File: config.mk
export PLATFORM = sky130hd
export DESIGN_NAME = i2c_target_regfile
export DESIGN_NICKNAME = d
export VERILOG_FILES = /design/src/rtl/i2c_target_regfile.sv
export SDC_FILE = /design/constraint.sdc
export NUM_CORES = 2
export LEC_CHECK = 0
export ABC_CLOCK_PERIOD_IN_PS = 125400
export CAP_MARGIN = 10
export CORE_MARGIN = 1
export CORE_UTILIZATION = 50
export DETAILED_ROUTE_END_ITERATION = 12
export PLACE_DENSITY = 0.7
export SLEW_MARGIN = 20
export SYNTH_ARGS = -nofsm -noshare
export SYNTH_HDL_FRONTEND = slang
export SYNTH_SLANG_ARGS = --single-unit
export TNS_END_PERCENT = 100
File: constraint.sdc
create_clock -name clk -period 125.4 [get_ports clk]
set_input_delay 12.54 -clock clk [delete_from_list [all_inputs] [get_ports clk]]
set_output_delay 12.54 -clock clk [all_outputs]
set_load 0.1 [all_outputs]
File: src/rtl/i2c_target_regfile.sv
// I2C target exposing a DEPTH x 8 register file with an auto-incrementing pointer.
// Bus signals are synchronized to clk; all protocol decisions run on synchronized edges.
module i2c_target_regfile #(
  parameter logic [6:0] DEVICE_ADDR = 7'h58,
  parameter int         ADDR_BYTES  = 1,
  parameter int         DEPTH       = 256,
  parameter logic [7:0] RESET_VAL   = 8'h00
) (
  input  logic        clk,
  input  logic        rst,
  input  logic        enable,
  input  logic        scl_i,
  input  logic        sda_i,
  output logic        sda_oe,
  output logic        wr_strobe,
  output logic [15:0] wr_addr,
  output logic [7:0]  wr_data,
  output logic        busy,
  output logic [3:0]  state_dbg
);
  localparam int PW = (DEPTH > 1) ? $clog2(DEPTH) : 1;

  typedef enum logic [3:0] {
    S_IDLE, S_DEV, S_DEV_ACK, S_RADDR, S_RADDR_ACK,
    S_WR, S_WR_ACK, S_RD, S_RD_ACK, S_WAIT
  } state_t;

  state_t          state_q, state_d;
  logic [3:0]      cnt_q, cnt_d;
  logic [7:0]      sr_q, sr_d;
  logic [7:0]      hi_q, hi_d;
  logic [1:0]      ab_q, ab_d;
  logic            rw_q, rw_d, match_q, match_d, ack_q, ack_d;
  logic [PW-1:0]   ptr_q, ptr_d, ptr_inc;
  logic            sda_oe_q, sda_oe_d, busy_q, busy_d, wr_strobe_q, wr_strobe_d;
  logic [15:0]     wr_addr_q, wr_addr_d, addr_full;
  logic [7:0]      wr_data_q, wr_data_d, byte_in, rd_byte;
  logic            mem_we;
  logic [7:0]      mem_q [DEPTH];

  // Third stage of each synchronizer holds the previous synced value for edge detection.
  logic scl_meta_q, scl_s_q, scl_p_q, sda_meta_q, sda_s_q, sda_p_q;
  logic scl_rise, scl_fall, start_det, stop_det, shift, done, to_ack;

  always_ff @(posedge clk or posedge rst) begin
    if (rst) begin
      {scl_meta_q, scl_s_q, scl_p_q} <= 3'b111;
      {sda_meta_q, sda_s_q, sda_p_q} <= 3'b111;
    end else begin
      {scl_meta_q, scl_s_q, scl_p_q} <= {scl_i, scl_meta_q, scl_s_q};
      {sda_meta_q, sda_s_q, sda_p_q} <= {sda_i, sda_meta_q, sda_s_q};
    end
  end

  assign scl_rise  = scl_s_q & ~scl_p_q;
  assign scl_fall  = ~scl_s_q & scl_p_q;
  assign start_det = scl_s_q & scl_p_q & sda_p_q & ~sda_s_q;
  assign stop_det  = scl_s_q & scl_p_q & ~sda_p_q & sda_s_q;

  assign byte_in   = {sr_q[6:0], sda_s_q};
  assign rd_byte   = mem_q[ptr_q];
  assign ptr_inc   = (ptr_q == PW'(DEPTH - 1)) ? '0 : ptr_q + 1'b1;
  assign addr_full = (ADDR_BYTES == 2) ? {hi_q, byte_in} : {8'h00, byte_in};
  // cnt counts sampled bits; 8 means the byte is complete and the ACK slot is pending.
  assign shift     = scl_rise && (cnt_q != 4'd8);
  assign done      = shift && (cnt_q == 4'd7);
  assign to_ack    = scl_fall && (cnt_q == 4'd8);

  always_comb begin
    state_d     = state_q;
    cnt_d       = cnt_q;
    sr_d        = sr_q;
    hi_d        = hi_q;
    ab_d        = ab_q;
    rw_d        = rw_q;
    match_d     = match_q;
    ack_d       = ack_q;
    ptr_d       = ptr_q;
    sda_oe_d    = sda_oe_q;
    busy_d      = busy_q;
    wr_strobe_d = 1'b0;
    wr_addr_d   = wr_addr_q;
    wr_data_d   = wr_data_q;
    mem_we      = 1'b0;

    case (state_q)
      S_DEV, S_RADDR, S_WR: begin
        if (shift) begin
          sr_d  = byte_in;
          cnt_d = cnt_q + 4'd1;
        end
        if (to_ack) begin
          cnt_d = 4'd0;
        end
        if (done) begin
          if (state_q == S_DEV) begin
            match_d = (byte_in[7:1] == DEVICE_ADDR);
            rw_d    = byte_in[0];
          end else if (state_q == S_RADDR) begin
            if (ab_q == 2'(ADDR_BYTES - 1)) ptr_d = PW'({16'h0000, addr_full} % DEPTH);
            else                            hi_d  = byte_in;
            ab_d = ab_q + 2'd1;
          end else begin
            mem_we      = 1'b1;
            wr_strobe_d = 1'b1;
            wr_addr_d   = 16'(ptr_q);
            wr_data_d   = byte_in;
            ptr_d       = ptr_inc;
          end
        end
        if (to_ack) begin
          if (state_q == S_DEV && !match_q) begin
            state_d = S_WAIT;
            busy_d  = 1'b0;
          end else begin
            sda_oe_d = 1'b1;
            state_d  = (state_q == S_DEV)   ? S_DEV_ACK :
                       (state_q == S_RADDR) ? S_RADDR_ACK : S_WR_ACK;
          end
        end
      end
      S_DEV_ACK: begin
        if (scl_fall) begin
          cnt_d = 4'd0;
          if (rw_q) begin
            state_d  = S_RD;
            sr_d     = rd_byte;
            sda_oe_d = ~rd_byte[7];
          end else begin
            state_d  = S_RADDR;
            ab_d     = 2'd0;
            sda_oe_d = 1'b0;
          end
        end
      end
      S_RADDR_ACK: begin
        if (scl_fall) begin
          sda_oe_d = 1'b0;
          state_d  = (ab_q == 2'(ADDR_BYTES)) ? S_WR : S_RADDR;
        end
      end
      S_WR_ACK: begin
        if (scl_fall) begin
          sda_oe_d = 1'b0;
          state_d  = S_WR;
        end
      end
      S_RD: begin
        if (shift) cnt_d = cnt_q + 4'd1;
        if (to_ack) begin
          state_d  = S_RD_ACK;
          sda_oe_d = 1'b0;
          cnt_d    = 4'd0;
        end else if (scl_fall) begin
          sda_oe_d = ~sr_q[3'd7 - cnt_q[2:0]];
        end
      end
      S_RD_ACK: begin
        // Pointer advances on the 9th SCL rise so the next byte is ready at the fall.
        if (scl_rise) begin
          ack_d = ~sda_s_q;
          ptr_d = ptr_inc;
        end
        if (scl_fall) begin
          if (ack_q) begin
            state_d  = S_RD;
            sr_d     = rd_byte;
            sda_oe_d = ~rd_byte[7];
          end else begin
            state_d = S_WAIT;
            busy_d  = 1'b0;
          end
        end
      end
      default: ;
    endcase

    if (start_det) begin
      state_d  = S_DEV;
      cnt_d    = 4'd0;
      sda_oe_d = 1'b0;
      busy_d   = 1'b1;
    end else if (stop_det) begin
      state_d  = S_IDLE;
      sda_oe_d = 1'b0;
      busy_d   = 1'b0;
    end

    if (!enable) begin
      state_d     = S_IDLE;
      sda_oe_d    = 1'b0;
      busy_d      = 1'b0;
      ptr_d       = ptr_q;
      mem_we      = 1'b0;
      wr_strobe_d = 1'b0;
    end
  end

  always_ff @(posedge clk or posedge rst) begin
    if (rst) begin
      state_q     <= S_IDLE;
      cnt_q       <= 4'd0;
      sr_q        <= 8'h00;
      hi_q        <= 8'h00;
      ab_q        <= 2'd0;
      rw_q        <= 1'b0;
      match_q     <= 1'b0;
      ack_q       <= 1'b0;
      ptr_q       <= '0;
      sda_oe_q    <= 1'b0;
      busy_q      <= 1'b0;
      wr_strobe_q <= 1'b0;
      wr_addr_q   <= 16'h0000;
      wr_data_q   <= 8'h00;
    end else begin
      state_q     <= state_d;
      cnt_q       <= cnt_d;
      sr_q        <= sr_d;
      hi_q        <= hi_d;
      ab_q        <= ab_d;
      rw_q        <= rw_d;
      match_q     <= match_d;
      ack_q       <= ack_d;
      ptr_q       <= ptr_d;
      sda_oe_q    <= sda_oe_d;
      busy_q      <= busy_d;
      wr_strobe_q <= wr_strobe_d;
      wr_addr_q   <= wr_addr_d;
      wr_data_q   <= wr_data_d;
    end
  end

  always_ff @(posedge clk or posedge rst) begin
    if (rst) begin
      for (int i = 0; i < DEPTH; i++) mem_q[i] <= RESET_VAL;
    end else if (mem_we) begin
      mem_q[ptr_q] <= byte_in;
    end
  end

  assign sda_oe    = sda_oe_q;
  assign busy      = busy_q;
  assign wr_strobe = wr_strobe_q;
  assign wr_addr   = wr_addr_q;
  assign wr_data   = wr_data_q;
  assign state_dbg = state_q;
endmodule

==> summary.md <==
| Metric | Value |
|---|---|
| RSZ-0062 raised after global routing | no |
| Global-route wire length before repair | 379000 um |
| CP max stage delay | 0.76 ns |
| CP Capture Type | asynchronous set/reset pin |
| CTS Sinks | ~2100 |
| Most used DFF post-synth | dfrtp_1 |
| Via density | about 6.3 |
| Worst hold slack | 0.367 ns |
| Gr busiest metal | met2 |
| CP Class | input port to asynchronous set/reset pin |
| Buffer count from post-CTS setup fixing | 0 |
| WP depth | 6 |
| Drt wl/cell | roughly 29 um |
| CP Max Fanout | between 150 and 200 |
| Slew @ Worst Pin | approximately 1.2 ns |
| GR Util All Layers | around a quarter |
| DRC errors left | 0 |
| Max Cap Viol | 0 |
| Core box area | just under 200000 um^2 |
| Die H | between 400 and 500 um |
| CP dominant cell by count | buf_12 |
| CP delay by family, top | buffers and inverters |
| Aggregate global routing overflow | 0 |
| Seq/Total Area, Yosys | a little over half |
| Worst reg2reg path depth | 9 |
| Reg clk slew, reported paths | around 0.060 ns |
| I/O pins | 36 |
| Number of global-route vias before repair | 56100 |
| Yosys warns | 0 |
| Share of layout cells above drive strength 1 | 54.3% |
| Fin crit share | 12.8% |
| TritonCTS buffer count | roughly 220 |
| CP required | between 100 and 150 ns |
| Cell Area, Synth | 96600 um^2 |
| Critical path arrival | ~17 ns |
| Die Wd | around 440 um |
| Post-synth EDFFs | 0 |
| Leakage | 0.0501 uW |
| Endpoints failing setup | 0 |
| Clock buffer depth | 3 |
| IO buf count | 27 |
| Via count | between 50000 and 60000 |
| Post-CTS sizing | 0 |
| Skew final | 0.0370 ns |
| Worst hold path class | flop to flop |
| Post-detail-place hpwl | roughly 150000 um |
| Site Rows | around 160 |
| CP Cell Sequence | clkdlybuf4s50_1 -> inv_8 -> buf_6 -> buf_4 -> buf_12 -> buf_12 |
| Slowest cell on crit path | buf_12 |
| Die Area | 195000 um^2 |
| Avg Inst Size Synth | 16.0 um^2 |
| Dpl cells | ~8200 |
| CTS H-tree depth | 4 |
| Outcome | finished clean |
| Largest net degree at the start of global routing | between 200 and 250 |
| Worst vdd ir | about 0.027 mV |
| TNS Setup | 0 ns |
| Met1 usage | a little under two fifths |
| Fin crit period | around 16 ns |
| Hold depth | 0 |
| Final Hold Vio Count | 0 |
| Netlist cell types | 71 |
| WL final | ~250000 um |
| GR Util met3 | under 10% |
| Non-Filler Instances | about 8600 |
| Area post-placement | approximately 100000 um^2 |
| Pwr per Cell Area | 16.4 nW/um^2 |
| Finished Cell Area | around 110000 um^2 |
| RePlAce Congestion | 0.902 |
| Slew Limit Headroom | roughly 17% |
| Initial antenna violation count | 6 |
| Root Buffer | clkbuf_16 |
| Hold Buf Count CTS | 0 |
| Syn Inst Count | 6032 |
| TritonCTS clock tree | done |
| Initial DRC count | ~4500 |
| Post-route ant nets | 0 |
| Fillers | roughly 15000 |
| Pre-CTS setup slack | 108.07 ns |
| CP Launch Type | input port |
| Final Slew Violations | 0 |
| Area delta synth->final | 10.1% |
| Flop and latch count out of synthesis | 2102 |
| Final WS setup | 109.34 ns |
| Critical path buffer and inverter count | 6 |
| Initial core utilization | 50.3% |
| Final net count | around 6000 |
| Iteration count of the initial detailed-routing pass | 5 |
| Ys async rst share | 100% |
| Clk_lat worst skew | a little under 0.9 ns |
| M2 GR Usage | 38.9% |
| F_max | between 60 and 70 MHz |
-- layout by cell type, fill, tap and decap left out, types with 17 or more instances in the layout --
cell                n
a21oi_1            24
clkbuf_16         215
mux4_2            617
clkbuf_1           40
mux2_2           2066
clkbuf_8           53
nor2_2            100
clkinv_2           54
bufinv_16          18
nand2_1           138
nor2b_1            17
clkdlybuf4s50_1    27
nor3_1             25
nand2b_1           18
mux2i_1            50
nor2_1            128
o21ai_0            36
buf_4              70
dfrtp_1          2084
nor2_4             39
nand3_1            22
a22oi_1            30
-- report_power, final --
part / internal [uW] / total [uW] / switching, uW
clock network: 386 / 664 / 278
registers: 683 / 725 / 42.8
logic: 108 / 359 / 251
-- stage by stage --
stage | total power (uW) | utilization (%)
after global routing | 1810 | 55.4
after detailed placement | 1100 | 51.5
after floorplan | 989 | -
after CTS | 1760 | 55.4
final | 1750 | 55.4
after global placement | 1090 | 51.5
-- worst paths after layout --
check,start,endpoint,slack [ns]
min,sda_meta_q,sda_s_q,0.37
max reg2reg,ptr_q[0],sr_q[2],118.92
min reg2reg,sda_meta_q,sda_s_q,0.37
max,rst,mem_q[1448],109.34
max in group clk,state_dbg[1],state_dbg[1],109.77
min in group asynchronous,rst,mem_q[990],12.21
-- routing by layer --
layer | routed length [um] | vias up
met5 | 13 | -
met4 | 8620 | 2
met3 | 16400 | 461
met2 | 115000 | 1564
met1 | 108000 | 29900
li1 | - | 22300
-- layout make-up --
cell class              count  area (um^2)  area share [%]
flip-flops and latches   2102        52700            49.5
multi-input cells        3468        42000            39.4
clock buffers             308         6260            5.88
well taps                2526         3160            2.97
clock inverters            95         1180            1.11
repair buffers            116         1120            1.06
inverters                  14         67.6          0.0635
diodes                      2         5.00         0.00470
-- state kept, by name, indices dropped and copies added (netlist names), 2 cells and up --
register,flops
ptr_q,8
wr_addr,8
sr_q,8
wr_data,8
ab_q,2
cnt_q,4
state_dbg,4
mem_q,2048
-- synthesized netlist by cell type (5+ instances only) --
cell / n / share of area, %
buf_6: 22 / 0.26
o21ai_0: 37 / 0.19
dfrtp_1: 2096 / 54
nor2b_1: 17 / 0.11
mux4_2: 617 / 14
a2111oi_0: 7 / 0.063
ha_1: 8 / 0.10
a21oi_1: 24 / 0.12
o22ai_1: 10 / 0.065
nand4_1: 6 / 0.039
a22oi_1: 30 / 0.23
and2_1: 6 / 0.039
mux2i_1: 50 / 0.52
a211oi_1: 5 / 0.039
nor4_1: 6 / 0.039
nor3_1: 27 / 0.14
mux2_2: 2066 / 24
buf_4: 28 / 0.22
nor2_4: 39 / 0.45
nor3b_1: 6 / 0.047
nand3_1: 31 / 0.16
inv_1: 11 / 0.043
nor2_1: 129 / 0.50
nand2_1: 142 / 0.55
dfstp_2: 6 / 0.16
nand2b_1: 18 / 0.12
buf_1: 29 / 0.11
a31oi_1: 11 / 0.071
nor2_2: 99 / 0.64
clkbuf_1: 286 / 1.1
buf_2: 87 / 0.45
-- kinds of logic (layout without fill, tap and decap cells) --
kind of cell               count (synthesis)  in the layout  synth area share, %
other                                      1             10              0.00388
buffers and inverters                    469            533                 2.25
adders and majority gates                  8              8                0.104
AOI/OAI and AO/OA                        169            169                 1.18
DFF                                     2102           2102                 54.4
and+or+nand+nor                          546            546                 3.02
xor gates and xnor gates                   4              4               0.0363
muxes                                   2733           2733                 39.0
No activity file was read; power rests on OpenSTA's default activity.
